$ cat src/rtl/zero_sequencer.sv
// Multi-cycle instruction sequencer for the zero machine: fetches from an external
// registered code ROM, resolves operands against local memory and streams out values.
module zero_sequencer #(
   parameter int MemoryElementWidth = 12,
   parameter int NLocal             = 16,
   parameter int NOut               = 2,
   parameter int CodeSize           = 12,
   parameter int MaxSteps           = 1024
) (
   input  logic                                clock,
   input  logic                                reset,
   input  logic                                start,
   output logic [31:0]                         code_addr,
   input  logic [6+3*MemoryElementWidth-1:0]   code_data,
   output logic                                out_valid,
   input  logic                                out_ready,
   output logic [MemoryElementWidth-1:0]       out_data,
   output logic [31:0]                         out_index,
   output logic [31:0]                         ip,
   output logic [31:0]                         steps,
   output logic                                finished,
   output logic                                error,
   output logic [1:0]                          error_code
);

   localparam int W  = MemoryElementWidth;
   localparam int IW = 6 + 3 * W;
   localparam int AW = (NLocal > 1) ? $clog2(NLocal) : 1;
   localparam logic [W:0] NLOCAL_LIM = (W+1)'(NLocal);

   localparam logic [3:0] OP_LABEL = 4'd0;
   localparam logic [3:0] OP_MOV   = 4'd1;
   localparam logic [3:0] OP_JEQ   = 4'd2;
   localparam logic [3:0] OP_JNE   = 4'd3;
   localparam logic [3:0] OP_JMP   = 4'd4;
   localparam logic [3:0] OP_OUT   = 4'd5;
   localparam logic [3:0] OP_HALT  = 4'd6;

   localparam logic [1:0] ERR_NONE    = 2'd0;
   localparam logic [1:0] ERR_ILLEGAL = 2'd1;
   localparam logic [1:0] ERR_STEPS   = 2'd2;
   localparam logic [1:0] ERR_ADDR    = 2'd3;

   typedef enum logic [2:0] {
      S_IDLE,
      S_FETCH,
      S_LOAD,
      S_EXEC,
      S_OUT,
      S_DONE
   } state_t;

   state_t          state_reg;
   logic [IW-1:0]   instr_reg;
   logic [W-1:0]    mem_reg [NLocal];

   // Decoded fields of the latched instruction word
   logic [3:0]      op;
   logic            bimm;
   logic            cimm;
   logic [W-1:0]    fa;
   logic [W-1:0]    fb;
   logic [W-1:0]    fc;

   assign op   = instr_reg[3:0];
   assign bimm = instr_reg[4];
   assign cimm = instr_reg[5];
   assign fa   = instr_reg[6 +: W];
   assign fb   = instr_reg[6+W +: W];
   assign fc   = instr_reg[6+2*W +: W];

   logic            a_bad;
   logic            b_bad;
   logic            c_bad;
   logic            uses_b;
   logic            uses_c;
   logic            addr_err;
   logic            illegal;
   logic [W-1:0]    b_val;
   logic [W-1:0]    c_val;
   logic            mem_we;
   logic [31:0]     ip_inc;
   logic [31:0]     jump_target;
   logic [31:0]     out_index_inc;

   assign a_bad = ({1'b0, fa} >= NLOCAL_LIM);
   assign b_bad = ({1'b0, fb} >= NLOCAL_LIM);
   assign c_bad = ({1'b0, fc} >= NLOCAL_LIM);

   always_comb begin
      uses_b = 1'b0;
      uses_c = 1'b0;
      case (op)
         OP_MOV, OP_OUT:  uses_b = 1'b1;
         OP_JEQ, OP_JNE: begin
            uses_b = 1'b1;
            uses_c = 1'b1;
         end
         default: begin
            uses_b = 1'b0;
            uses_c = 1'b0;
         end
      endcase
   end

   // Only operands the opcode actually consumes can raise an address error
   assign addr_err = (uses_b && !bimm && b_bad) ||
                     (uses_c && !cimm && c_bad) ||
                     ((op == OP_MOV) && a_bad);
   assign illegal  = (op > OP_HALT);

   assign b_val = bimm ? fb : mem_reg[fb[AW-1:0]];
   assign c_val = cimm ? fc : mem_reg[fc[AW-1:0]];

   assign mem_we        = (state_reg == S_EXEC) && (op == OP_MOV) && !addr_err;
   assign ip_inc        = ip + 32'd1;
   assign jump_target   = 32'(fa);
   assign out_index_inc = (out_index == 32'(NOut - 1)) ? 32'd0 : out_index + 32'd1;
   assign code_addr     = ip;

   always_ff @(posedge clock) begin
      if (reset) begin
         for (int i = 0; i < NLocal; i++) begin
            mem_reg[i] <= '0;
         end
      end else if (mem_we) begin
         mem_reg[fa[AW-1:0]] <= b_val;
      end
   end

   always_ff @(posedge clock) begin
      if (reset) begin
         state_reg  <= S_IDLE;
         instr_reg  <= '0;
         ip         <= '0;
         steps      <= '0;
         out_index  <= '0;
         out_valid  <= 1'b0;
         out_data   <= '0;
         finished   <= 1'b0;
         error      <= 1'b0;
         error_code <= ERR_NONE;
      end else begin
         case (state_reg)
            S_IDLE, S_DONE: begin
               if (start) begin
                  ip         <= '0;
                  steps      <= '0;
                  out_index  <= '0;
                  finished   <= 1'b0;
                  error      <= 1'b0;
                  error_code <= ERR_NONE;
                  state_reg  <= S_FETCH;
               end
            end

            S_FETCH: begin
               if (ip >= 32'(CodeSize)) begin
                  finished  <= 1'b1;
                  state_reg <= S_DONE;
               end else if (steps == 32'(MaxSteps)) begin
                  finished   <= 1'b1;
                  error      <= 1'b1;
                  error_code <= ERR_STEPS;
                  state_reg  <= S_DONE;
               end else begin
                  state_reg <= S_LOAD;
               end
            end

            S_LOAD: begin
               instr_reg <= code_data;
               state_reg <= S_EXEC;
            end

            S_EXEC: begin
               if (illegal) begin
                  finished   <= 1'b1;
                  error      <= 1'b1;
                  error_code <= ERR_ILLEGAL;
                  state_reg  <= S_DONE;
               end else if (addr_err) begin
                  finished   <= 1'b1;
                  error      <= 1'b1;
                  error_code <= ERR_ADDR;
                  state_reg  <= S_DONE;
               end else begin
                  case (op)
                     OP_JEQ: begin
                        ip        <= (b_val == c_val) ? jump_target : ip_inc;
                        steps     <= steps + 32'd1;
                        state_reg <= S_FETCH;
                     end
                     OP_JNE: begin
                        ip        <= (b_val != c_val) ? jump_target : ip_inc;
                        steps     <= steps + 32'd1;
                        state_reg <= S_FETCH;
                     end
                     OP_JMP: begin
                        ip        <= jump_target;
                        steps     <= steps + 32'd1;
                        state_reg <= S_FETCH;
                     end
                     // out retires on the handshake, not here
                     OP_OUT: begin
                        out_data  <= b_val;
                        out_valid <= 1'b1;
                        state_reg <= S_OUT;
                     end
                     OP_HALT: begin
                        steps     <= steps + 32'd1;
                        finished  <= 1'b1;
                        state_reg <= S_DONE;
                     end
                     default: begin
                        ip        <= ip_inc;
                        steps     <= steps + 32'd1;
                        state_reg <= S_FETCH;
                     end
                  endcase
               end
            end

            S_OUT: begin
               if (out_ready) begin
                  out_valid <= 1'b0;
                  out_index <= out_index_inc;
                  ip        <= ip_inc;
                  steps     <= steps + 32'd1;
                  state_reg <= S_FETCH;
               end
            end

            default: state_reg <= S_IDLE;
         endcase
      end
   end

endmodule
$ cat config.mk
export PLATFORM = sky130hd
export DESIGN_NAME = zero_sequencer
export DESIGN_NICKNAME = d
export VERILOG_FILES = /design/src/rtl/zero_sequencer.sv
export SDC_FILE = /design/constraint.sdc
export NUM_CORES = 1
export LEC_CHECK = 0
export ABC_AREA = 1
export BUFFER_PORTS_ARGS = -buffer_cell sky130_fd_sc_hd__buf_2
export CORE_MARGIN = 3
export CORE_UTILIZATION = 45
export DETAILED_ROUTE_END_ITERATION = 8
export PLACE_DENSITY = 0.73
export SYNTH_ARGS = -nofsm -noshare
export SYNTH_HDL_FRONTEND = slang
export SYNTH_SLANG_ARGS = --single-unit
$ cat constraint.sdc
create_clock -name clock -period 7.72 [get_ports clock]
set_input_delay 1.544 -clock clock [delete_from_list [all_inputs] [get_ports clock]]
set_output_delay 1.544 -clock clock [all_outputs]
set_load 0.02 [all_outputs]
; After elaboration in Yosys (flattened, before gate mapping)
; Memories as Yosys holds them, arrays and structs flattened. A register that Yosys moved wholly into a read port is not among the register bits.
; Index checks and enable logic that the tools add are counted.
[classes]
bitwise_logic = 2
multipliers = 0
reduce_logical = 30
div_mod_pow = 0
order_cmp = 5
shift = 0
eq_ne = 27
muxes = 62
addsub = 3
[ops]
columns = cell, count
row1 = $mux W32, 12
row2 = $pmux W32 S3, 2
row3 = $pmux W32 S4, 1
row4 = $add A32 B1 Y32 const B, 3
row5 = $pmux W32 S2, 1
row6 = $ge A12 B5 Y1 const B, 3
row7 = $mux W12, 3
row8 = $eq A32 B1 Y1 const B, 1
row9 = $eq A32 B11 Y1 const B, 1
row10 = $ge A32 B4 Y1 const B, 1
row11 = $mux W1, 21
row12 = $mux W4, 5
row13 = $mux W3, 6
row14 = $ne A2 B2 Y1 const B, 8
row15 = $pmux W3 S5, 1
row16 = $eq A12 B12 Y1, 1
row17 = $eq A4 B3 Y1 const B, 3
row18 = $ne A12 B12 Y1, 1
row19 = $reduce_and A6 Y1, 2
row20 = $reduce_or A12 Y1, 1
row21 = $mux W2, 5
row22 = $reduce_and A5 Y1, 2
row23 = $eq A4 B2 Y1 const B, 2
row24 = $reduce_and A4 Y1, 2
row25 = other kinds (23), 41
[totals]
output_inout_bits = 145
ramBits = 192
latch_bits = 0
mem_count = 1
register_bits = 158
mem_bits_ro = 0
[memory_table]
columns = memory, depth, word_bits, rd, rd_ports_with_merged_regs, write_ports, line
row1 = mem_reg, 16, 12, 2, 2, 16, 55  ; logic [W-1:0] mem_reg [NLocal];

; Logic depth before layout (Yosys ltp)
[logic_depth]
word_depth = 14
ltp_mapped = 24
ltp_nobuf = 21

; Worst setup path after synthesis
; No wires, ideal clock.
[synth_timing]
path_kind = in2reg
startpoint = input reset
endpoint = memory mem_reg[0][0] in the netlist's numbering, enable pin
path_slack_ns = 4.416
t_arrival_ns = 2.954
t_required_ns = 7.370
setup_time_ns = 0.350
stages = 9
cell_sequence = clkbuf_1 -> inv_1 -> nand3_1 -> nor2_1 -> nand2_1 -> nor2_1 -> nand2_1 -> clkbuf_1 -> nand2_1
[synth_rtl]
columns = element, line
row1 = from (decl), 11  ; input logic reset,
row2 = to (decl), 55

==> impl_results.md <==
* Status: finished clean
* HP Class: register to register
* Post-DP HPWL at 43240 um
* CP Max Fanout at 96
* P_sw at between 3 and 4 mW
* Share of layout cells above drive strength 1 at 0.1219
* Slew Viols, Final at 0
* Most frequent cell after synthesis: nand2_1
* Die W at 216.7 um
* Clock power share at 0.280
* Core area at between 40000 and 50000 um2
* Critical Path Start Type: register
* Combinational Power Share at 0.390
* Most frequent cells after synthesis: nand2_1 (830), nand3_1 (370), nor2_1 (307)
* Pre-antenna DRT Iters at 6
* Largest cells by area after synthesis: edfxtp_1 (29%), dfxtp_1 (17%), nand2_1 (16%), nand3_1 (9.3%), nor2_1 (5.8%)
* Pint at 3.866 mW
* RD Place Congestion at 0.9990
* Via count at a little under 20000
* Die Ht at 216.7 um
* Sw frac at 0.4400
* Num rows at 76
* Post-route setup TNS at 0 ps
* CTS Hold Bufs at 0
* Wirelength per Cell at 18.66 um
* Sink Count at approximately 360
* GRT Overall Usage at 0.2602
* Max_slew headroom at 0.2615
* Maxcap violations at 0
* Port bufs at 190
* Post-route DRC violation count at 0
* Crit-path cells: buf_4, inv_4, nand2_1, nand3_1, nand3_1, nand2_1, nand2_1, nand2_1, o21bai_4, nand2_1, nand2_1, nand2_1, nor2_8, nand4_4, nand2_4, nand3_2, nand2_2, a21oi_2
* PD cells at 312.4 nW/um2
* Post-Syn Nets at 2785
* VDD IR-drop max at 0.0002163 V
* Syn avg cell area at between 7 and 8 um2
* Seq/Total Area, Yosys at 0.4549
* Upper clock frequency limit at 214.5 MHz
* DR iter-0 viols at 2215
* Area Growth Syn to Fin at 10.63%
* Critical path's slowest cell: o21bai_4
* CTS max path bufs at 3
* Synthesized area at between 15000 and 20000 um2
* Slowest stage delay, CP at 610 ps
* Top-area cell type share of the netlist area at 0.2886
* LEAKAGE at just over 9 nW
* H-tree depth at 2
* Yosys reg bits at 358
* DP Worst Slack at 2958 ps
* Routed Wire Length at 63660 um
* Cell variety after synth at 54
* Antenna Nets Post-Route at 0
* Ys async rst share at 0
* Final instance area at 22100 um2
* Total Power at 6.904 mW
* RSZ-0062 raised after global routing: false
* Period Utilization, post-route at 0.6039
* Gate Count Post-Synth at 2733
* Root buf cell: clkbuf_16
* Final setup viols at 0
* Vias per std cell at ~5.8
* WS Path Type: register to register
* Post-synth EDFFs at 192
* Total CTS buffers at 39
* CTS tree: done
* Critical Path RT at around 8000 ps
* Area leader, netlist: edfxtp_1
* Top_reg_cell synth: edfxtp_1
* Post-CTS Setup Bufs at 0
* CP endpoint kind: register
* Crit path top cell by count: nand2_1
* Worst setup margin at between 3000 and 4000 ps
* GRT overflow at 0
* Area of the die at 46960 um2
* Worst Skew at approximately 19 ps
* Top Ports at 191
* Ys Warns at 0
* Dpl cells at 3335
* # nets final at about 2800
* Dpl cell area at ~21000 um2
* Largest net degree at the start of global routing at 97
* Final hold vios at 0
* Clk_lat worst skew at ~570 ps
* Number of global-route vias before repair at 17822
* Final std cells w/o fill at 3411
* Max reg flops at between 150 and 200
* Initial core utilization at 0.4597
* First-pass GRT wire length at 98470 um
* Arr. time, crit path at 5090 ps
* Worst-Margin Slew at 1108 ps
* Flop pwr share at 0.330
* Worst hold path startpoint: steps[15]
* Initial antenna violation count at 11
* Post-layout min period at approximately 4700 ps
* CTS resizes at 0
* Clock-pin slew on the worst setup and hold paths at 60 ps
placed cells by master, fill, tap and decap left out, types with 4 or more instances in the layout:
master,count
nand2_1,830
nand3_1,369
nor2_1,307
edfxtp_1,192
buf_2,190
inv_1,177
dfxtp_1,162
a21oi_1,119
o21ai_0,112
clkbuf_16,41
nor3_1,40
nand4_1,39
nor4_1,28
a21oi_2,20
xor2_1,16
nand2_2,15
inv_2,13
buf_4,13
a211oi_1,12
o21ai_1,10
nand3b_1,9
o21a_1,7
clkinv_1,6
ha_1,6
clkbuf_1,6
clkbuf_8,6
diode_2,5
or2_2,5
clkinv_2,5
o211ai_1,4
nand3_2,4
a31oi_1,4
dfxtp_2,4
worst max-delay path: cells and delay by family, from the launching register on:
kind,cells,cell delay [ps]
AOI/OAI and AO/OA,2,710
DFF,1,330
and+or+nand+nor,14,2320
buffers and inverters,2,1060
metal layers:
metal	routed length, um	GRT usage	vias up	share of wire
met5	72	0	-	0.0011
met4	2032	0.08864	12	0.032
met3	8037	0.06716	170	0.13
met2	28140	0.4066	1247	0.44
met1	25380	0.3520	9051	0.40
li1	-	-	9145	-
path summary, 6_finish.rpt:
path | end | slack (ps) | cells past startpoint
setup reg to reg | code_addr[20] | 3060 | 18
hold / removal | steps[15] | 470 | 2
hold reg to reg | steps[15] | 470 | 2
setup / recovery | code_addr[20] | 3060 | 18
kinds of logic after synthesis:
logic type,after synthesis,share of synthesized area
AOI/OAI and AO/OA,303,0.08618
xor gates and xnor gates,19,0.008330
adders and majority gates,6,0.003758
buffers and inverters,380,0.08655
DFF,358,0.4549
and+or+nand+nor,1667,0.3602
through the flow:
step,util,hold WS (ps)
final,0.5086,471.9
after global routing,0.5084,502.2
after CTS,0.5083,473.9
after detailed placement,0.4780,463.9
after global placement,0.4780,435.4
after floorplan,-,440.3
final cells by class:
cell class | count | area, um2
antenna | 5 | 12.51
clock buffer | 54 | 1139
clock inverter | 17 | 178.9
fill | 4144 | 21350
inverter | 194 | 733.2
multi-input combinational | 1995 | 9165
sequential | 358 | 9094
tap | 585 | 732.0
timing repair buffer | 203 | 1049
power groups by stage:
stage                     Combinational (mW)  Sequential (mW)  Clock [mW]
after floorplan                         1.85             2.28           0
after global placement                  2.57             2.31           0
after detailed placement                2.60             2.31           0
after CTS                               2.61             2.27        1.95
after global routing                    2.88             2.29        2.02
final                                   2.69             2.28        1.93
(Power assumes the default switching activity.)
